==> config.mk <==
export PLATFORM = sky130hd
export DESIGN_NAME = pixel_layer_arbiter_flat
export DESIGN_NICKNAME = d
export VERILOG_FILES = /design/src/rtl/pixel_layer_arbiter_pkg.sv /design/src/rtl/pixel_layer_arbiter_if.sv /design/src/rtl/pixel_layer_select.sv /design/src/rtl/pixel_layer_arbiter.sv /design/src/flat_wrapper.sv
export SDC_FILE = /design/constraint.sdc
export NUM_CORES = 1
export LEC_CHECK = 0
export ABC_AREA = 1
export CORE_MARGIN = 2
export CORE_UTILIZATION = 37
export DETAILED_ROUTE_END_ITERATION = 10
export GPL_ROUTABILITY_DRIVEN = 0
export PLACE_DENSITY_LB_ADDON = 0.3
export SETUP_SLACK_MARGIN = 0.4
export SLEW_MARGIN = 20
export SYNTH_ARGS = -nofsm -noshare
export SYNTH_HDL_FRONTEND = slang
export SYNTH_SLANG_ARGS = --single-unit
==> constraint.sdc <==
create_clock -name clk -period 2.82 [get_ports clk]
set_input_delay 0.282 -clock clk [delete_from_list [all_inputs] [get_ports clk]]
set_output_delay 0.282 -clock clk [all_outputs]
set_load 0.02 [all_outputs]
==> src/rtl/pixel_layer_arbiter_pkg.sv <==
// draw_pkg: FSM state encoding, screen bounds and colour constants shared by the layer arbiter
package draw_pkg;
  typedef enum logic [1:0] {ST_IDLE = 2'd0, ST_SELECT = 2'd1, ST_DRAW = 2'd2, ST_FINISH = 2'd3} arb_state_e;
  localparam int unsigned SCREEN_W = 320;
  localparam int unsigned SCREEN_H = 240;
  localparam logic [11:0] COLOR_BLACK = 12'h000;
endpackage

==> src/rtl/pixel_layer_arbiter_if.sv <==
// pixel_layer_arbiter_if: frame control, per-layer drawer bus and VGA pixel port of the layer arbiter
interface pixel_layer_arbiter_if #(
  parameter int N_LAYERS = 6,
  parameter int XW = 9,
  parameter int YW = 8,
  parameter int CW = 12
);
  localparam int IW = (N_LAYERS > 1) ? $clog2(N_LAYERS) : 1;
  logic frame_start;
  logic [N_LAYERS-1:0] layer_en;
  logic [N_LAYERS-1:0] layer_enable;
  logic [N_LAYERS*XW-1:0] layer_x;
  logic [N_LAYERS*YW-1:0] layer_y;
  logic [N_LAYERS*CW-1:0] layer_color;
  logic [N_LAYERS-1:0] layer_we;
  logic [N_LAYERS-1:0] layer_done;
  logic [XW-1:0] X_out;
  logic [YW-1:0] Y_out;
  logic [CW-1:0] Color_out;
  logic writeEn;
  logic busy;
  logic frame_done;
  logic [IW-1:0] active_layer;
  modport slave (
    input frame_start, layer_en, layer_x, layer_y, layer_color, layer_we, layer_done,
    output layer_enable, X_out, Y_out, Color_out, writeEn, busy, frame_done, active_layer
  );
  modport master (
    output frame_start, layer_en, layer_x, layer_y, layer_color, layer_we, layer_done,
    input layer_enable, X_out, Y_out, Color_out, writeEn, busy, frame_done, active_layer
  );
endinterface

==> src/rtl/pixel_layer_select.sv <==
// pixel_layer_select: finds the lowest enabled layer at or above a start index
module pixel_layer_select #(
  parameter int N = 6,
  parameter int IW = 3
) (
  input  logic [N-1:0]  en_i,
  input  logic [IW-1:0] start_i,
  output logic          found_o,
  output logic [IW-1:0] sel_o
);
  // Scan from the top down so the lowest qualifying index is the last to win
  always_comb begin
    found_o = 1'b0;
    sel_o = start_i;
    for (int i = N - 1; i >= 0; i--)
      if (en_i[i] && IW'(i) >= start_i) begin
        found_o = 1'b1;
        sel_o = IW'(i);
      end
  end
endmodule

==> src/rtl/pixel_layer_arbiter.sv <==
// pixel_layer_arbiter: draws enabled layers bottom-up and muxes their pixels to one VGA write port; define PIXEL_ARB_CLIP_EN to drop off-screen pixels
module pixel_layer_arbiter
  import draw_pkg::*;
#(
  parameter int N_LAYERS = 6,
  parameter int XW = 9,
  parameter int YW = 8,
  parameter int CW = 12,
  parameter logic [CW-1:0] TRANSP_KEY = CW'(COLOR_BLACK),
  parameter logic [N_LAYERS-1:0] TRANSP_MASK = {{(N_LAYERS-1){1'b1}}, 1'b0}
) (
  input logic clk,
  input logic resetn,
  pixel_layer_arbiter_if.slave bus
);
  localparam int IW = (N_LAYERS > 1) ? $clog2(N_LAYERS) : 1;
  localparam logic [1:0] IDLE = ST_IDLE;
  localparam logic [1:0] SELECT = ST_SELECT;
  localparam logic [1:0] DRAW = ST_DRAW;
  localparam logic [1:0] FINISH = ST_FINISH;
  logic [1:0] state_q, state_d;
  logic [IW-1:0] idx_q, idx_d, sel;
  logic [N_LAYERS-1:0] en_q, en_d;
  logic found, last, done_sel, we_sel, wr_d, wr_q;
  logic [XW-1:0] x_sel, x_q;
  logic [YW-1:0] y_sel, y_q;
  logic [CW-1:0] c_sel, c_q;
  pixel_layer_select #(.N(N_LAYERS), .IW(IW)) u_select (
    .en_i(en_q),
    .start_i(idx_q),
    .found_o(found),
    .sel_o(sel)
  );
  assign last = idx_q == IW'(N_LAYERS - 1);
  assign x_sel = bus.layer_x[idx_q*XW +: XW];
  assign y_sel = bus.layer_y[idx_q*YW +: YW];
  assign c_sel = bus.layer_color[idx_q*CW +: CW];
  assign we_sel = bus.layer_we[idx_q];
  assign done_sel = bus.layer_done[idx_q];
  assign wr_d = we_sel && !(TRANSP_MASK[idx_q] && c_sel == TRANSP_KEY)
`ifdef PIXEL_ARB_CLIP_EN
    && (32'(x_sel) < SCREEN_W) && (32'(y_sel) < SCREEN_H)
`endif
    ;
  // Frame sequencing: latch the mask on start, then alternate SELECT/DRAW per enabled layer
  always_comb begin
    state_d = state_q;
    idx_d = idx_q;
    en_d = en_q;
    case (state_q)
      IDLE: if (bus.frame_start) begin
        state_d = SELECT;
        idx_d = '0;
        en_d = bus.layer_en;
      end
      SELECT: begin
        state_d = found ? DRAW : FINISH;
        idx_d = found ? sel : idx_q;
      end
      DRAW: if (done_sel) begin
        state_d = last ? FINISH : SELECT;
        idx_d = last ? idx_q : idx_q + IW'(1);
      end
      default: state_d = IDLE;
    endcase
  end
  // State, layer cursor and frame-latched enable mask
  always_ff @(posedge clk or negedge resetn) begin
    if (!resetn) begin
      state_q <= IDLE;
      idx_q <= '0;
      en_q <= '0;
    end else begin
      state_q <= state_d;
      idx_q <= idx_d;
      en_q <= en_d;
    end
  end
  // Pixel register follows the selected layer while drawing and holds otherwise
  always_ff @(posedge clk or negedge resetn) begin
    if (!resetn) begin
      x_q <= '0;
      y_q <= '0;
      c_q <= '0;
      wr_q <= 1'b0;
    end else if (state_q == DRAW) begin
      x_q <= x_sel;
      y_q <= y_sel;
      c_q <= c_sel;
      wr_q <= wr_d;
    end else begin
      wr_q <= 1'b0;
    end
  end
  assign bus.layer_enable = (state_q == DRAW) ? {{(N_LAYERS-1){1'b0}}, 1'b1} << idx_q : '0;
  assign bus.X_out = x_q;
  assign bus.Y_out = y_q;
  assign bus.Color_out = c_q;
  assign bus.writeEn = wr_q;
  assign bus.busy = state_q == SELECT || state_q == DRAW;
  assign bus.frame_done = state_q == FINISH;
  assign bus.active_layer = idx_q;
endmodule

==> src/flat_wrapper.sv <==
// flat-port wrapper written by rule: the top's interface ports become plain ports
module pixel_layer_arbiter_flat import draw_pkg::*;
#(
  parameter int N_LAYERS = 6,
  parameter int XW = 9,
  parameter int YW = 8,
  parameter int CW = 12,
  parameter logic [CW-1:0] TRANSP_KEY = CW'(COLOR_BLACK),
  parameter logic [N_LAYERS-1:0] TRANSP_MASK = {{(N_LAYERS-1){1'b1}}, 1'b0}
)
  (clk, resetn, bus_frame_start, bus_layer_en, bus_layer_x, bus_layer_y, bus_layer_color, bus_layer_we, bus_layer_done, bus_layer_enable, bus_X_out, bus_Y_out, bus_Color_out, bus_writeEn, bus_busy, bus_frame_done, bus_active_layer);
  pixel_layer_arbiter_if #(.N_LAYERS(N_LAYERS), .XW(XW), .YW(YW), .CW(CW)) bus_i ();
  input logic clk;
  input logic resetn;
  input wire logic [$bits(bus_i.frame_start)-1:0] bus_frame_start;
  input wire logic [$bits(bus_i.layer_en)-1:0] bus_layer_en;
  input wire logic [$bits(bus_i.layer_x)-1:0] bus_layer_x;
  input wire logic [$bits(bus_i.layer_y)-1:0] bus_layer_y;
  input wire logic [$bits(bus_i.layer_color)-1:0] bus_layer_color;
  input wire logic [$bits(bus_i.layer_we)-1:0] bus_layer_we;
  input wire logic [$bits(bus_i.layer_done)-1:0] bus_layer_done;
  output wire logic [$bits(bus_i.layer_enable)-1:0] bus_layer_enable;
  output wire logic [$bits(bus_i.X_out)-1:0] bus_X_out;
  output wire logic [$bits(bus_i.Y_out)-1:0] bus_Y_out;
  output wire logic [$bits(bus_i.Color_out)-1:0] bus_Color_out;
  output wire logic [$bits(bus_i.writeEn)-1:0] bus_writeEn;
  output wire logic [$bits(bus_i.busy)-1:0] bus_busy;
  output wire logic [$bits(bus_i.frame_done)-1:0] bus_frame_done;
  output wire logic [$bits(bus_i.active_layer)-1:0] bus_active_layer;
  assign bus_i.frame_start = bus_frame_start;
  assign bus_i.layer_en = bus_layer_en;
  assign bus_i.layer_x = bus_layer_x;
  assign bus_i.layer_y = bus_layer_y;
  assign bus_i.layer_color = bus_layer_color;
  assign bus_i.layer_we = bus_layer_we;
  assign bus_i.layer_done = bus_layer_done;
  assign bus_layer_enable = bus_i.layer_enable;
  assign bus_X_out = bus_i.X_out;
  assign bus_Y_out = bus_i.Y_out;
  assign bus_Color_out = bus_i.Color_out;
  assign bus_writeEn = bus_i.writeEn;
  assign bus_busy = bus_i.busy;
  assign bus_frame_done = bus_i.frame_done;
  assign bus_active_layer = bus_i.active_layer;
  pixel_layer_arbiter #(.N_LAYERS(N_LAYERS), .XW(XW), .YW(YW), .CW(CW), .TRANSP_KEY(TRANSP_KEY), .TRANSP_MASK(TRANSP_MASK)) u_core (.clk(clk), .resetn(resetn), .bus(bus_i));
endmodule
==> results of run 1 <==
## registers in the layout, summed over array words and instances, names as in the netlist
name / cells
u_core.en_q: 6
u_core.state_q: 2
u_core.bus.X_out: 9
u_core.bus.Y_out: 8
u_core.bus.active_layer: 3
u_core.bus.writeEn: 1
u_core.bus.Color_out: 12
## critical path: cells and delay by family (launching register included)
kind                       cells  cell delay, ps
buffers and inverters          2             890
DFF                            1             420
adders and majority gates      1             230
and+or+nand+nor                2             210
## logic make-up after synthesis
group | after synthesis | share of synthesized area, %
compound gates | 132 | 22.28
fa+ha+maj | 9 | 3.168
buf+inv | 90 | 12.18
flops | 41 | 28.86
mux | 6 | 1.901
simple gates | 276 | 31.61
## cell type report
cell class | instances | area share, %
repair buffers | 246 | 40.69
clock buffers | 5 | 1.142
multi-input cells | 423 | 34.87
clock inverters | 3 | 0.2908
well taps | 129 | 2.679
inverters | 52 | 3.281
flip-flops and latches | 41 | 17.05
## where the power goes
part	total [uW]	internal [uW]	switching (uW)
Clock	393	171	221
Combinational	3220	1360	1860
Sequential	1060	876	185
Total	4680	2410	2270
## per-layer routing
| metal | global-route usage (%) | vias to the layer above | share of wire, % | wire length [um] |
|---|---|---|---|---|
| met5 | 0 | - | 0 | 0 |
| met2 | 47.98 | 234 | 49 | 7027 |
| met1 | 29.83 | 2127 | 39 | 5505 |
| met4 | 9.846 | 0 | 2.9 | 415 |
| li1 | - | 2252 | - | - |
| met3 | 5.746 | 33 | 9.1 | 1302 |
## stage by stage
| step | total power, uW | cell area [um^2] |
|---|---|---|
| after floorplan | 3009 | 3555 |
| after global placement | 4182 | 5914 |
| after detailed placement | 4264 | 5914 |
| after CTS | 4674 | 6007 |
| after global routing | 5054 | 6025 |
| final | 4677 | 6025 |
## what timing repair did
item / 4_1_cts / 5_1_grt
gates resized for setup: 3 / 7
buffers inserted: 0 / 0
setup endpoints to repair: 3 / 5
## final timing paths
check,start,endpoint,slack [ps],cells after the start
min in group clk,u_core.bus.Color_out[6],u_core.bus.Color_out[6],500,2
min,resetn,u_core.bus.Color_out[0],140,1
max in group asynchronous,resetn,u_core.bus.active_layer[0],2030,1
max,u_core.bus.active_layer[0],bus_layer_enable[0],470,5
max reg2reg,u_core.bus.active_layer[2],u_core.bus.active_layer[0],760,11
min reg2reg,u_core.bus.Color_out[6],u_core.bus.Color_out[6],500,2
## synth_stat cells, drive strengths merged
master    n  area share (%)
nand2   146              16
and2      1            0.18
nand3    32             4.8
o211ai    1            0.21
ha        9             3.2
clkbuf   12             1.3
nor3      1            0.46
buf      26             5.4
a21oi     8             1.2
or2       2            0.35
o311ai   17             4.2
a22oi    17             3.6
dfrtp    41              29
nand4     1            0.18
o22ai     3            0.53
o21ai    76              11
nor2     93              10
a31oi     9             1.6
mux2      6             1.9
inv      52             5.5
o221ai    1            0.25
==> flow_metrics.env, run 1 <==
export IMPL_die_x_um=102.0
export IMPL_dp_hpwl_um=11090
export IMPL_vias=4646
export IMPL_syn_nets=758
export IMPL_path_class="register to primary output"
export IMPL_cp_slowest_cell="clkdlybuf4s50_1"
export IMPL_critPathArrivalTime_ps=2060
export IMPL_maxCapViolCount=0
export IMPL_p_leak_uw=0.002723
export IMPL_drive_gt1_share_pct=5.714
export IMPL_die_area_um2=10410
export IMPL_cts_tree="done"
export IMPL_power_density_nw_per_um2=776.3
export IMPL_ios=236
export IMPL_layout_common_cells="230 x clkdlybuf4s50_1, 144 x nand2_1, 89 x nor2_1, 65 x o21ai_0, 47 x inv_1"
export IMPL_clk_latency_ps=300
export IMPL_first_pass_iters=5
export IMPL_cts_root_buf="clkbuf_8"
export IMPL_min_path_type="primary input to async pin"
export IMPL_period_share_pct=83.17
export IMPL_grt_overflow_total=0
export IMPL_fillCellCount=837
export IMPL_core_area_um2=9284
export IMPL_post_route_util_pct=64.89
export IMPL_drt_iter0_drc=244
export IMPL_final_common_cell="clkdlybuf4s50_1"
export IMPL_groute_usage_overall_pct=26.24
export IMPL_num_rows=35
export IMPL_place_ws_ps=694.5
export IMPL_multi_input_comb_area_um2=2101
export IMPL_final_cells=899
export IMPL_die_h_um=102.0
export IMPL_slew_headroom_pct=35.77
export IMPL_clk_path_buf_depth=2
export IMPL_setup_violations_final=0
export IMPL_layout_setup_ws_ps=474.7
export IMPL_clk_pin_slew_ps=90
export IMPL_drc_errors=0
export IMPL_syn_area_um2=3555
export IMPL_whs_ps=136.7
export IMPL_postRouteAntennaNets=0
export IMPL_tightest_slew_ps=963.5
export IMPL_synth_ff_latch_count=41
export IMPL_viasPerCell=5.168
export IMPL_nNetsFinal=973
export IMPL_antenna_found_initial=0
export IMPL_grt_max_degree=44
export IMPL_ir_drop_mv=0.4313
export IMPL_rsz0062_at_grt="yes"
export IMPL_placed_cells=891
export IMPL_netlist_instances=554
export IMPL_fmax_mhz=426.4
export IMPL_fin_crit_ps=2345
export IMPL_path_cells="clkinv_2, ha_1, nand2_1, nor2_1, clkdlybuf4s50_1"
export IMPL_cts_made_buffers=5
export IMPL_crit_path_end_kind="primary output"
export IMPL_finalClockSkew_ps=7.085
export IMPL_hold_viol=0
export IMPL_syn_area_per_cell_um2=6.416
export IMPL_final_max_slew_viol_count=0
export IMPL_grt_pass1_wl_um=21540
export IMPL_status="finished clean"
export IMPL_wl_per_cell_um=15.85
export IMPL_antenna_cells=0
export IMPL_h_tree_depth=2
export IMPL_ctsHoldBuffers=0
export IMPL_drt_total_wl_um=14250
export IMPL_grt_pass1_vias=4622
export IMPL_required_ps=2540
export IMPL_synth_cell_types=32
export IMPL_seqCellArea_um2=1027
export IMPL_start_util_pct=38.29
export IMPL_slowest_delay_ps=640
export IMPL_yosysSeqAreaShare_pct=28.86
export IMPL_syn2layout_area_growth_pct=69.48
export IMPL_port_buffers=235
export IMPL_final_setup_tns_ps=0
export IMPL_yosys_warnings=0
export IMPL_cp_start_kind="register"
export IMPL_path_max_fanout=25
export IMPL_cts_sink_count=41
Power figures use the tool's default switching activity.
==> run 2, diff against run 1 <==
clock period = 2.2 ns   (was 2.82 ns; I/O delays follow)
==> run 2 against run 1 <==
Compared with the run above:
- register-to-register slack worse by 340 ps
- global-route usage increased by 0.15 points
- cell count is 1.8% higher
- non-clock buffer count rose by 15
- flip-flop and latch count is the same
- clock skew is 4.3 ps higher
- sequential share of layout area shrank 0.76 points
- total power grew 38%
- critical path type is now register to register
- critical endpoint is now u_core.bus.writeEn
- highest routed layer unchanged
==> flow_metrics.env, run 2 (synthesis results as in run 1) <==
export IMPL_fin_crit_ps=1785
export IMPL_antenna_found_initial=0
export IMPL_path_max_fanout=16
export IMPL_cp_slowest_cell="dfrtp_2"
export IMPL_cts_root_buf="clkbuf_8"
export IMPL_die_h_um=102.0
export IMPL_dp_hpwl_um=10920
export IMPL_critPathArrivalTime_ps=1970
export IMPL_largest_reg_flops=12
export IMPL_setup_violations_final=0
export IMPL_cts_sink_count=41
export IMPL_drt_total_wl_um=14780
export IMPL_crit_start="u_core.bus.active_layer[1]"
export IMPL_place_ws_ps=63.99
export IMPL_ios=236
export IMPL_wl_per_cell_um=16.16
export IMPL_cp_start_kind="register"
export IMPL_cp_endpoint="u_core.bus.writeEn"
export IMPL_grt_pass1_vias=4449
export IMPL_die_x_um=102.0
export IMPL_rsz0062_at_grt="yes"
export IMPL_met1_usage_pct=31.76
export IMPL_required_ps=2390
export IMPL_grt_pass1_wl_um=21680
export IMPL_crit_path_end_kind="register"
export IMPL_final_common_cell="clkdlybuf4s50_1"
export IMPL_r2r_start="u_core.bus.active_layer[1]"
export IMPL_clk_pin_slew_ps=90
export IMPL_use_met3_pct=5.335
export IMPL_port_buffers=235
export IMPL_vias=4729
export IMPL_top_usage_layer="met2"
export IMPL_tightest_slew_ps=614.3
export IMPL_nNetsFinal=989
export IMPL_path_cells="buf_4, buf_4, bufbuf_16, nand3_1, nand2_1, a21oi_1, nand3_1, nor2_1, a21oi_2"
export IMPL_final_setup_tns_ps=0
export IMPL_met2_usage_pct=46.36
export IMPL_layout_common_cells="225 x clkdlybuf4s50_1, 142 x nand2_1, 86 x nor2_1, 64 x o21ai_0, 45 x inv_1"
export IMPL_drive_gt1_share_pct=9.796
export IMPL_path_buf_inv=3
export IMPL_status="finished clean"
export IMPL_cts_tree="done"
export IMPL_h_tree_depth=2
export IMPL_r2r_cells=9
export IMPL_groute_usage_overall_pct=26.38
export IMPL_num_rows=35
export IMPL_path_delay_family="buffers and inverters"
export IMPL_viasPerCell=5.168
export IMPL_min_path_type="primary input to async pin"
export IMPL_start_util_pct=38.29
export IMPL_grt_max_degree=42
export IMPL_hold_viol=0
export IMPL_grt_overflow_total=0
export IMPL_clk_path_buf_depth=2
export IMPL_period_share_pct=81.13
export IMPL_slew_headroom_pct=59.05
export IMPL_drt_iter0_drc=228
export IMPL_first_pass_iters=5
export IMPL_core_area_um2=9284
export IMPL_antenna_cells=0
export IMPL_path_class="register to register"
export IMPL_fmax_mhz=560.3
export IMPL_clk_latency_ps=300
export IMPL_cts_made_buffers=5
export IMPL_slowest_delay_ps=440
export IMPL_ir_drop_mv=0.7645
export IMPL_final_max_slew_viol_count=0
export IMPL_postRouteAntennaNets=0
export IMPL_drc_errors=0
export IMPL_p_leak_uw=0.002826
export IMPL_layout_setup_ws_ps=415.2
export IMPL_die_area_um2=10410
export IMPL_whs_ps=463.3
export IMPL_finalClockSkew_ps=11.42
export IMPL_rrSetupSlack_ps=420
export IMPL_cp_depth=9
export IMPL_syn2layout_area_growth_pct=77.61
export IMPL_rr_endpoint="u_core.bus.writeEn"
export IMPL_power_density_nw_per_um2=1022
export IMPL_maxCapViolCount=0
[run 2: changes by cell type in the layout (fill, tap and decap cells not counted), sizes merged, moves of 2 or more]
cell / previous run / this run
clkdlybuf4s50: 230 / 225
inv: 50 / 52
clkinv: 4 / 1
dlymetal6s2s: 3 / 1
clkbuf: 5 / 9
buf: 12 / 29
[run 2: worst min-delay path by stage]
| stage | from | to | slack, ps | cells past startpoint |
|---|---|---|---|---|
| 2_1_floorplan | resetn | u_core.bus.Color_out[0] | -80 | 0 |
| 3_3_place_gp | resetn | u_core.bus.Y_out[5] | 260 | 1 |
| 3_5_place_dp | resetn | u_core.bus.Y_out[6] | 260 | 1 |
| 4_1_cts | resetn | u_core.bus.X_out[3] | 490 | 2 |
| 5_1_grt | resetn | u_core.bus.Y_out[5] | 520 | 2 |
| 6_report | resetn | u_core.bus.active_layer[0] | 460 | 2 |
[run 2: repair_timing]
item,CTS,global route
hold endpoints to repair,22,0
endpoints found under the setup margin,25,15
hold buffers,1,0
gates resized for setup,33,23
setup buffers,3,5
gates cloned,2,1
pin swaps,1,4
[run 2: cell type report]
cell class              count  area [um^2]
clock inverters             1        5.005
repair buffers            261         2645
flip-flops and latches     41         1028
clock buffers               7        96.34
fillers                   798         2970
inverters                  52        200.2
well taps                 129        161.4
multi-input cells         424         2177
[run 2: stage by stage]
step	util, %	total power, uW	area, um^2	instances
finish	68.01	6450	6314	915
global route	68.01	6942	6314	915
CTS	66.58	6251	6181	909
detailed placement	64.69	5536	6006	895
global placement	64.69	5440	6006	895
floorplan	-	3918	3602	554
[run 2: power breakdown]
part           leakage (uW)  switching [uW]  internal [uW]
clock             0.0000542             275            284
combinational       0.00228            2520           2020
sequential         0.000492             230           1120
[run 2: layer usage]
layer | vias up | routed length (um)
li1 | 2291 | -
met1 | 2163 | 5708
met2 | 241 | 7314
met3 | 34 | 1338
met4 | 0 | 423
met5 | - | 0
